--- src/rtl/fix_parser_pkg.sv ---
// Shared constants and types for the FIX parser lanes and the field arbiter.
package fix_parser_pkg;

    localparam int FIX_TAG_W = 32;
    localparam int FIX_VAL_W = 256;

    localparam logic [7:0]  FIX_TAG_BEGIN    = 8'h38;    // ASCII "8"
    localparam logic [15:0] FIX_TAG_CHECKSUM = 16'h3130; // ASCII "10"

    typedef enum logic {
        IDLE,
        STREAM
    } arb_state_e;

    typedef struct packed {
        logic [FIX_TAG_W-1:0] tag;
        logic [FIX_VAL_W-1:0] value;
        logic                 sof;
        logic                 eob;
    } fix_field_t;

endpackage

--- src/rtl/fix_rr_arbiter.sv ---
// Combinational round-robin pick: searches ptr_i, ptr_i+1, ... with wrap and
// returns the first requesting lane as one-hot grant and index.
module fix_rr_arbiter #(
    parameter  int NUM_LANES = 4,
    localparam int IDX_W     = $clog2(NUM_LANES)
) (
    input  logic [NUM_LANES-1:0] req_i,
    input  logic [IDX_W-1:0]     ptr_i,
    output logic [NUM_LANES-1:0] gnt_o,
    output logic [IDX_W-1:0]     idx_o,
    output logic                 any_o
);

    function automatic logic [IDX_W-1:0] wrap_add(input logic [IDX_W-1:0] base, input int ofs);
        return IDX_W'((int'(base) + ofs) % NUM_LANES);
    endfunction

    always_comb begin
        gnt_o = '0;
        idx_o = '0;
        any_o = 1'b0;
        for (int i = 0; i < NUM_LANES; i++) begin
            if (!any_o && req_i[wrap_add(ptr_i, i)]) begin
                any_o                      = 1'b1;
                idx_o                      = wrap_add(ptr_i, i);
                gnt_o[wrap_add(ptr_i, i)]  = 1'b1;
            end
        end
    end

endmodule

--- src/rtl/fix_field_arbiter.sv ---
// Grants whole FIX messages (sof..eob) from NUM_LANES lanes onto one valid/ready
// field bus. Define FIX_ARB_STATS_EN to add msg_count_o / drop_count_o.
module fix_field_arbiter
    import fix_parser_pkg::*;
#(
    parameter  int NUM_LANES  = 4,
    parameter  int TAG_W      = FIX_TAG_W,
    parameter  int VAL_W      = FIX_VAL_W,
    parameter  int MAX_FIELDS = 64,
    localparam int IDX_W      = $clog2(NUM_LANES),
    localparam int CNT_W      = $clog2(MAX_FIELDS + 1)
) (
    input  logic                       clk,
    input  logic                       rst,
    input  logic [NUM_LANES-1:0]       lane_empty_i,
    output logic [NUM_LANES-1:0]       lane_rd_en_o,
    input  logic [NUM_LANES*TAG_W-1:0] lane_tag_i,
    input  logic [NUM_LANES*VAL_W-1:0] lane_value_i,
    input  logic [NUM_LANES-1:0]       lane_sof_i,
    input  logic [NUM_LANES-1:0]       lane_eob_i,
    output logic                       out_valid_o,
    input  logic                       out_ready_i,
    output logic [TAG_W-1:0]           out_tag_o,
    output logic [VAL_W-1:0]           out_value_o,
    output logic [IDX_W-1:0]           out_lane_o,
    output logic                       out_sof_o,
    output logic                       out_eob_o,
    output logic                       abort_o
`ifdef FIX_ARB_STATS_EN
    ,
    output logic [15:0]                msg_count_o,
    output logic [15:0]                drop_count_o
`endif
);

    arb_state_e           r_state, w_state_nxt;
    logic [IDX_W-1:0]     r_ptr, w_ptr_nxt, r_gnt, w_gnt_nxt;
    logic [CNT_W-1:0]     r_cnt, w_cnt_nxt;
    logic [IDX_W-1:0]     w_pick, w_src;
    logic [NUM_LANES-1:0] w_pick_oh, w_gnt_oh;
    logic                 w_any, w_free, w_pop, w_load, w_orphan, w_abort_nxt;
    logic                 w_head_vld, w_head_sof, w_head_eob;
    logic                 r_valid, r_sof, r_eob, r_abort;
    logic [TAG_W-1:0]     r_tag;
    logic [VAL_W-1:0]     r_value;
    logic [IDX_W-1:0]     r_lane;

    fix_rr_arbiter #(.NUM_LANES(NUM_LANES)) u_rr (
        .req_i (~lane_empty_i),
        .ptr_i (r_ptr),
        .gnt_o (w_pick_oh),
        .idx_o (w_pick),
        .any_o (w_any)
    );

    // In IDLE the head comes from the round-robin pick, in STREAM from the granted lane.
    assign w_src      = (r_state == IDLE) ? w_pick : r_gnt;
    assign w_gnt_oh   = NUM_LANES'(1) << r_gnt;
    assign w_head_vld = (r_state == IDLE) ? w_any : !lane_empty_i[r_gnt];
    assign w_head_sof = lane_sof_i[w_src];
    assign w_head_eob = lane_eob_i[w_src];
    assign w_free     = !r_valid || out_ready_i;

    always_comb begin
        w_state_nxt = r_state;
        w_ptr_nxt   = r_ptr;
        w_gnt_nxt   = r_gnt;
        w_cnt_nxt   = r_cnt;
        w_pop       = 1'b0;
        w_load      = 1'b0;
        w_orphan    = 1'b0;
        w_abort_nxt = 1'b0;
        case (r_state)
            IDLE: begin
                if (w_head_vld && !w_head_sof) begin
                    w_pop    = 1'b1;
                    w_orphan = 1'b1;
                end else if (w_head_vld && w_free) begin
                    w_pop     = 1'b1;
                    w_load    = 1'b1;
                    w_gnt_nxt = w_pick;
                    w_ptr_nxt = (w_pick == IDX_W'(NUM_LANES - 1)) ? '0 : w_pick + IDX_W'(1);
                    w_cnt_nxt = CNT_W'(1);
                end
            end
            STREAM: begin
                if (w_head_vld && w_head_sof) begin
                    w_abort_nxt = 1'b1;
                    w_state_nxt = IDLE;
                end else if (w_head_vld && w_free) begin
                    w_pop     = 1'b1;
                    w_load    = 1'b1;
                    w_cnt_nxt = r_cnt + CNT_W'(1);
                end
            end
            default: w_state_nxt = IDLE;
        endcase
        // A loaded field decides where the message goes next; hitting the field cap aborts it.
        if (w_load) begin
            if (w_head_eob) begin
                w_state_nxt = IDLE;
            end else if (w_cnt_nxt == CNT_W'(MAX_FIELDS)) begin
                w_abort_nxt = 1'b1;
                w_state_nxt = IDLE;
            end else begin
                w_state_nxt = STREAM;
            end
        end
    end

    always_comb begin
        lane_rd_en_o = '0;
        if (w_pop && !rst)
            lane_rd_en_o = (r_state == IDLE) ? w_pick_oh : w_gnt_oh;
    end

    always_ff @(posedge clk) begin
        if (rst) begin
            r_state <= IDLE;
            r_ptr   <= '0;
            r_gnt   <= '0;
            r_cnt   <= '0;
            r_abort <= 1'b0;
        end else begin
            r_state <= w_state_nxt;
            r_ptr   <= w_ptr_nxt;
            r_gnt   <= w_gnt_nxt;
            r_cnt   <= w_cnt_nxt;
            r_abort <= w_abort_nxt;
        end
    end

    // Output register: reloads only when free, so a stalled field holds stable.
    always_ff @(posedge clk) begin
        if (rst) begin
            r_valid <= 1'b0;
            r_tag   <= '0;
            r_value <= '0;
            r_lane  <= '0;
            r_sof   <= 1'b0;
            r_eob   <= 1'b0;
        end else if (w_free) begin
            r_valid <= w_load;
            if (w_load) begin
                r_tag   <= lane_tag_i[w_src*TAG_W +: TAG_W];
                r_value <= lane_value_i[w_src*VAL_W +: VAL_W];
                r_lane  <= w_src;
                r_sof   <= (r_state == IDLE);
                r_eob   <= w_head_eob;
            end
        end
    end

    assign out_valid_o = r_valid;
    assign out_tag_o   = r_tag;
    assign out_value_o = r_value;
    assign out_lane_o  = r_lane;
    assign out_sof_o   = r_sof;
    assign out_eob_o   = r_eob;
    assign abort_o     = r_abort;

`ifdef FIX_ARB_STATS_EN
    logic [15:0] r_msg_cnt, r_drop_cnt;

    function automatic logic [15:0] sat_inc(input logic [15:0] v, input logic en);
        return (en && v != 16'hFFFF) ? v + 16'd1 : v;
    endfunction

    always_ff @(posedge clk) begin
        if (rst) begin
            r_msg_cnt  <= '0;
            r_drop_cnt <= '0;
        end else begin
            r_msg_cnt  <= sat_inc(r_msg_cnt, r_valid && out_ready_i && r_eob);
            r_drop_cnt <= sat_inc(r_drop_cnt, w_orphan || w_abort_nxt);
        end
    end

    assign msg_count_o  = r_msg_cnt;
    assign drop_count_o = r_drop_cnt;
`endif

endmodule

--- config.mk ---
export PLATFORM = sky130hd
export DESIGN_NAME = fix_field_arbiter
export DESIGN_NICKNAME = d
export VERILOG_FILES = /design/src/rtl/fix_parser_pkg.sv /design/src/rtl/fix_rr_arbiter.sv /design/src/rtl/fix_field_arbiter.sv
export SDC_FILE = /design/constraint.sdc
export NUM_CORES = 1
export LEC_CHECK = 0
export CORE_AREA = 10 10 557 559
export CTS_BUF_LIST = sky130_fd_sc_hd__clkbuf_8
export DETAILED_ROUTE_END_ITERATION = 8
export DIE_AREA = 0 0 567 569
export PLACE_DENSITY = 0.32
export REMOVE_ABC_BUFFERS = 1
export SLEW_MARGIN = 20
export SYNTH_ARGS = -nofsm -noshare
export SYNTH_HDL_FRONTEND = slang
export SYNTH_SLANG_ARGS = --single-unit
--- constraint.sdc ---
create_clock -name clk -period 4.1 [get_ports clk]
set_input_delay 0.615 -clock clk [delete_from_list [all_inputs] [get_ports clk]]
set_output_delay 0.615 -clock clk [all_outputs]
set_load 0.02 [all_outputs]
==> summary.md <==
| Metric | Value |
|---|---|
| Outcome | `complete, but fails checks` |
| Failing checks | `negative setup slack` |
| R2R depth | `15` |
| First-pass detailed-route iteration total | `5` |
| Area of the multi-input gates | `approximately 12000 um^2` |
| Layout fillers | `roughly 34000` |
| Avg Cell Area, Syn | `~10 um^2` |
| PwrDens | `904 nW/um^2` |
| Hold EP | `out_value_o[195]` |
| # DRC | `0` |
| I/O pins | `between 1000 and 1500` |
| Top-area cell type share of the netlist area | `0.350` |
| Clk root buf | `clkbuf_8` |
| WS Path Type | `flop to primary output` |
| Initial Util | `0.0625` |
| Worst-Skew Late Latency | `approximately 0.77 ns` |
| Final count of hold timing violations | `0` |
| Skew final | `around 0.046 ns` |
| Final #Nets | `between 4000 and 5000` |
| Crit path time final | `roughly 4.3 ns` |
| FF-to-FF setup slack | `~0.32 ns` |
| FF+latch count, synth | `306` |
| Count leader, synth | `nand2_1` |
| EDFF count, synth | `0` |
| TritonCTS clock tree | `done` |
| Seq. cell area | `6130 um^2` |
| Post-synth top area cell | `mux4_2` |
| GRT Residual Overflow | `0` |
| Async SR Flop Fraction | `0` |
| Arr. time, crit path | `between 3 and 4 ns` |
| Fin. max-slew vios | `0` |
| Crit start category | `flop` |
| CP startpoint | `r_ptr[1]` |
| First-pass GRT wire length | `~310000 um` |
| Max_cap viols | `0` |
| Initial antenna violation count | `around 280` |
| Maximum number of pins on one net before global-route repair | `107` |
| Setup ws final | `-0.239 ns` |
| Critical Path End Type | `primary output` |
| Die ar. | `approximately 320000 um^2` |
| Routability Congestion | `0.903` |
| Fin crit share | `1.06` |
| Fmax | `around 230 MHz` |
| Worst hold margin | `between 0.2 and 0.25 ns` |
| Die Span X | `between 500 and 600 um` |
| Rel. slew slack | `0.462` |
| Synth Warn # | `0` |
| CP required | `roughly 3.5 ns` |
| Synth top area cells | `mux4_2 35%, dfxtp_1 33%, nand2_1 12%` |
| Area of the mapped netlist | `18700 um^2` |
| FF-to-FF End | `out_tag_o[23]` |
| Initial DRC Count | `about 1600` |
| Worst Tran Pin Value | `0.805 ns` |
| CTS buffer count | `73` |
| Syn Inst Count | `1874` |
| Vias per inst | `around 3.3` |
| Synth cell count leaders | `610 x nand2_1, 314 x a21oi_1, 306 x dfxtp_1, 290 x mux4_2, 115 x buf_2` |
| Detailed-route via count | `about 24000` |
| Worst-path maximum fanout | `8` |
| H-Tree Depth | `3` |
| P_leak | `roughly 14 nW` |
| Max IR drop VDD | `about 0.00044 V` |
| Worst-path clk slew | `about 0.06 ns` |
| Synth Flop Type | `dfxtp_1` |
| Final WL | `about 260000 um` |
| Hold WC Path Type | `input port to flop` |
| Layout cells sized above 1 | `0.184` |
| Yosys cell types | `62` |
| Number of global-route vias before repair | `approximately 24000` |
| Total core area | `roughly 300000 um^2` |
| Post-detail-place hpwl | `~230000 um` |
| Row count | `around 200` |
| Dpl cells | `approximately 7300` |
| Final setup vio count | `4` |
| Worst r2r src | `r_ptr[1]` |
| Die height | `about 570 um` |
| I/O Buffers | `around 1500` |
| Clock sinks | `between 300 and 400` |
| Worst Hold Path Cells | `2` |
| Seq/Total Area, Yosys | `0.328` |
| Average wire per standard cell | `roughly 34 um` |
| Hold_sp | `rst` |
| Routed Antenna Nets | `0` |
| Layout Cells excl Fill | `approximately 7500` |
| RSZ-0062 raised after global routing | `true` |
| Overall Global Routing Usage | `0.151` |
| Area delta synth->final | `120%` |
| CTS Buffer Depth | `3` |
-- cell usage in the layout (no fill, tap or decap), types with 8 or more instances in the layout --
cell type and instances:
a21oi_1 313, buf_12 36, buf_4 162, clkbuf_8 89, clkdlybuf4s50_1 1458, clkinv_2 12
dfxtp_1 304, diode_2 44, ha_1 8, inv_1 29, mux2i_1 10, mux4_2 290
nand2_1 608, nor2_1 25, o21ai_0 15
-- worst max-delay path by stage --
stage                 endpoint  slack (ns)  cells after the start
2_1_floorplan          abort_o      -10.83                     10
3_3_place_gp   lane_rd_en_o[3]       -0.60                     11
3_5_place_dp   lane_rd_en_o[2]       -0.55                     11
4_1_cts        lane_rd_en_o[1]       -0.44                     12
5_1_grt        lane_rd_en_o[1]       -0.48                     12
6_report       lane_rd_en_o[1]       -0.24                     12
-- registers in the layout, indices dropped and copies added, names as in the netlist --
| name | flops |
|---|---|
| r_state | 1 |
| r_gnt | 2 |
| r_cnt | 7 |
| out_tag_o | 32 |
| out_valid_o | 1 |
| out_lane_o | 2 |
| r_ptr | 2 |
| out_eob_o | 1 |
| out_value_o | 256 |
| abort_o | 1 |
| out_sof_o | 1 |
-- per-stage QoR --
| stage | setup TNS [ns] | setup WS (ns) | utilization | area (um^2) | total power [W] |
|---|---|---|---|---|---|
| after floorplan | -3136.75 | -10.83 | - | 17800 | 0.0105 |
| after global placement | -19.58 | -0.602 | 0.132 | 39300 | 0.0335 |
| after detailed placement | -14.58 | -0.554 | 0.132 | 39300 | 0.0336 |
| after CTS | -1.63 | -0.443 | 0.137 | 41000 | 0.0381 |
| after global routing | -1.84 | -0.482 | 0.137 | 41000 | 0.0397 |
| final | -0.856 | -0.239 | 0.137 | 41100 | 0.0371 |
-- critical path: stages (launching register included) --
cell and delay [ns]:
dfxtp_2 0.33, inv_2 0.05, ha_4 0.29, or4b_4 0.49, a31o_1 0.21, and4_4 0.19
o211ai_2 0.16, and3_4 0.21, nor2_2 0.04, maj3_2 0.30, or3_4 0.41, nor2_4 0.13
buf_12 0.14
-- what timing repair did --
item / in CTS / in global routing
hold buffers: 0 / 0
setup endpoints to repair: 21 / 4
resized for setup: 46 / 1
setup buffers: 6 / 0
pin swaps: 10 / 3
-- kinds of logic after synthesis --
family,count (synthesis),synth area share
multiplexers,303,0.357
AO/OA/AOI/OAI,375,0.110
XOR/XNOR,1,0.000469
adder cells (fa/ha/maj),10,0.00663
AND/OR/NAND/NOR,690,0.147
flip-flops,306,0.328
buffers and inverters,189,0.0505
-- where the power goes --
group          internal (W)  leakage (nW)  switching [W]
clock network       0.00209         0.851        0.00195
registers           0.00435          2.52       0.000776
logic                0.0126          10.3         0.0154
-- routing by layer --
| metal | track usage | up-vias | wire length [um] |
|---|---|---|---|
| met5 | 0 | - | 1110 |
| met4 | 0.0150 | 170 | 3960 |
| met3 | 0.0879 | 500 | 33600 |
| met2 | 0.248 | 1663 | 116000 |
| met1 | 0.176 | 11900 | 102000 |
| li1 | - | 10100 | - |
-- cell type report --
type / count / share of cell area
antenna: 44 / 0.00268
clock buffer: 89 / 0.0298
clock inverter: 43 / 0.00634
inverter: 9 / 0.000823
multi-input combinational: 1379 / 0.287
sequential: 306 / 0.149
tap: 3958 / 0.121
timing repair buffer: 1661 / 0.404
No activity file was read; power rests on OpenSTA's default activity.
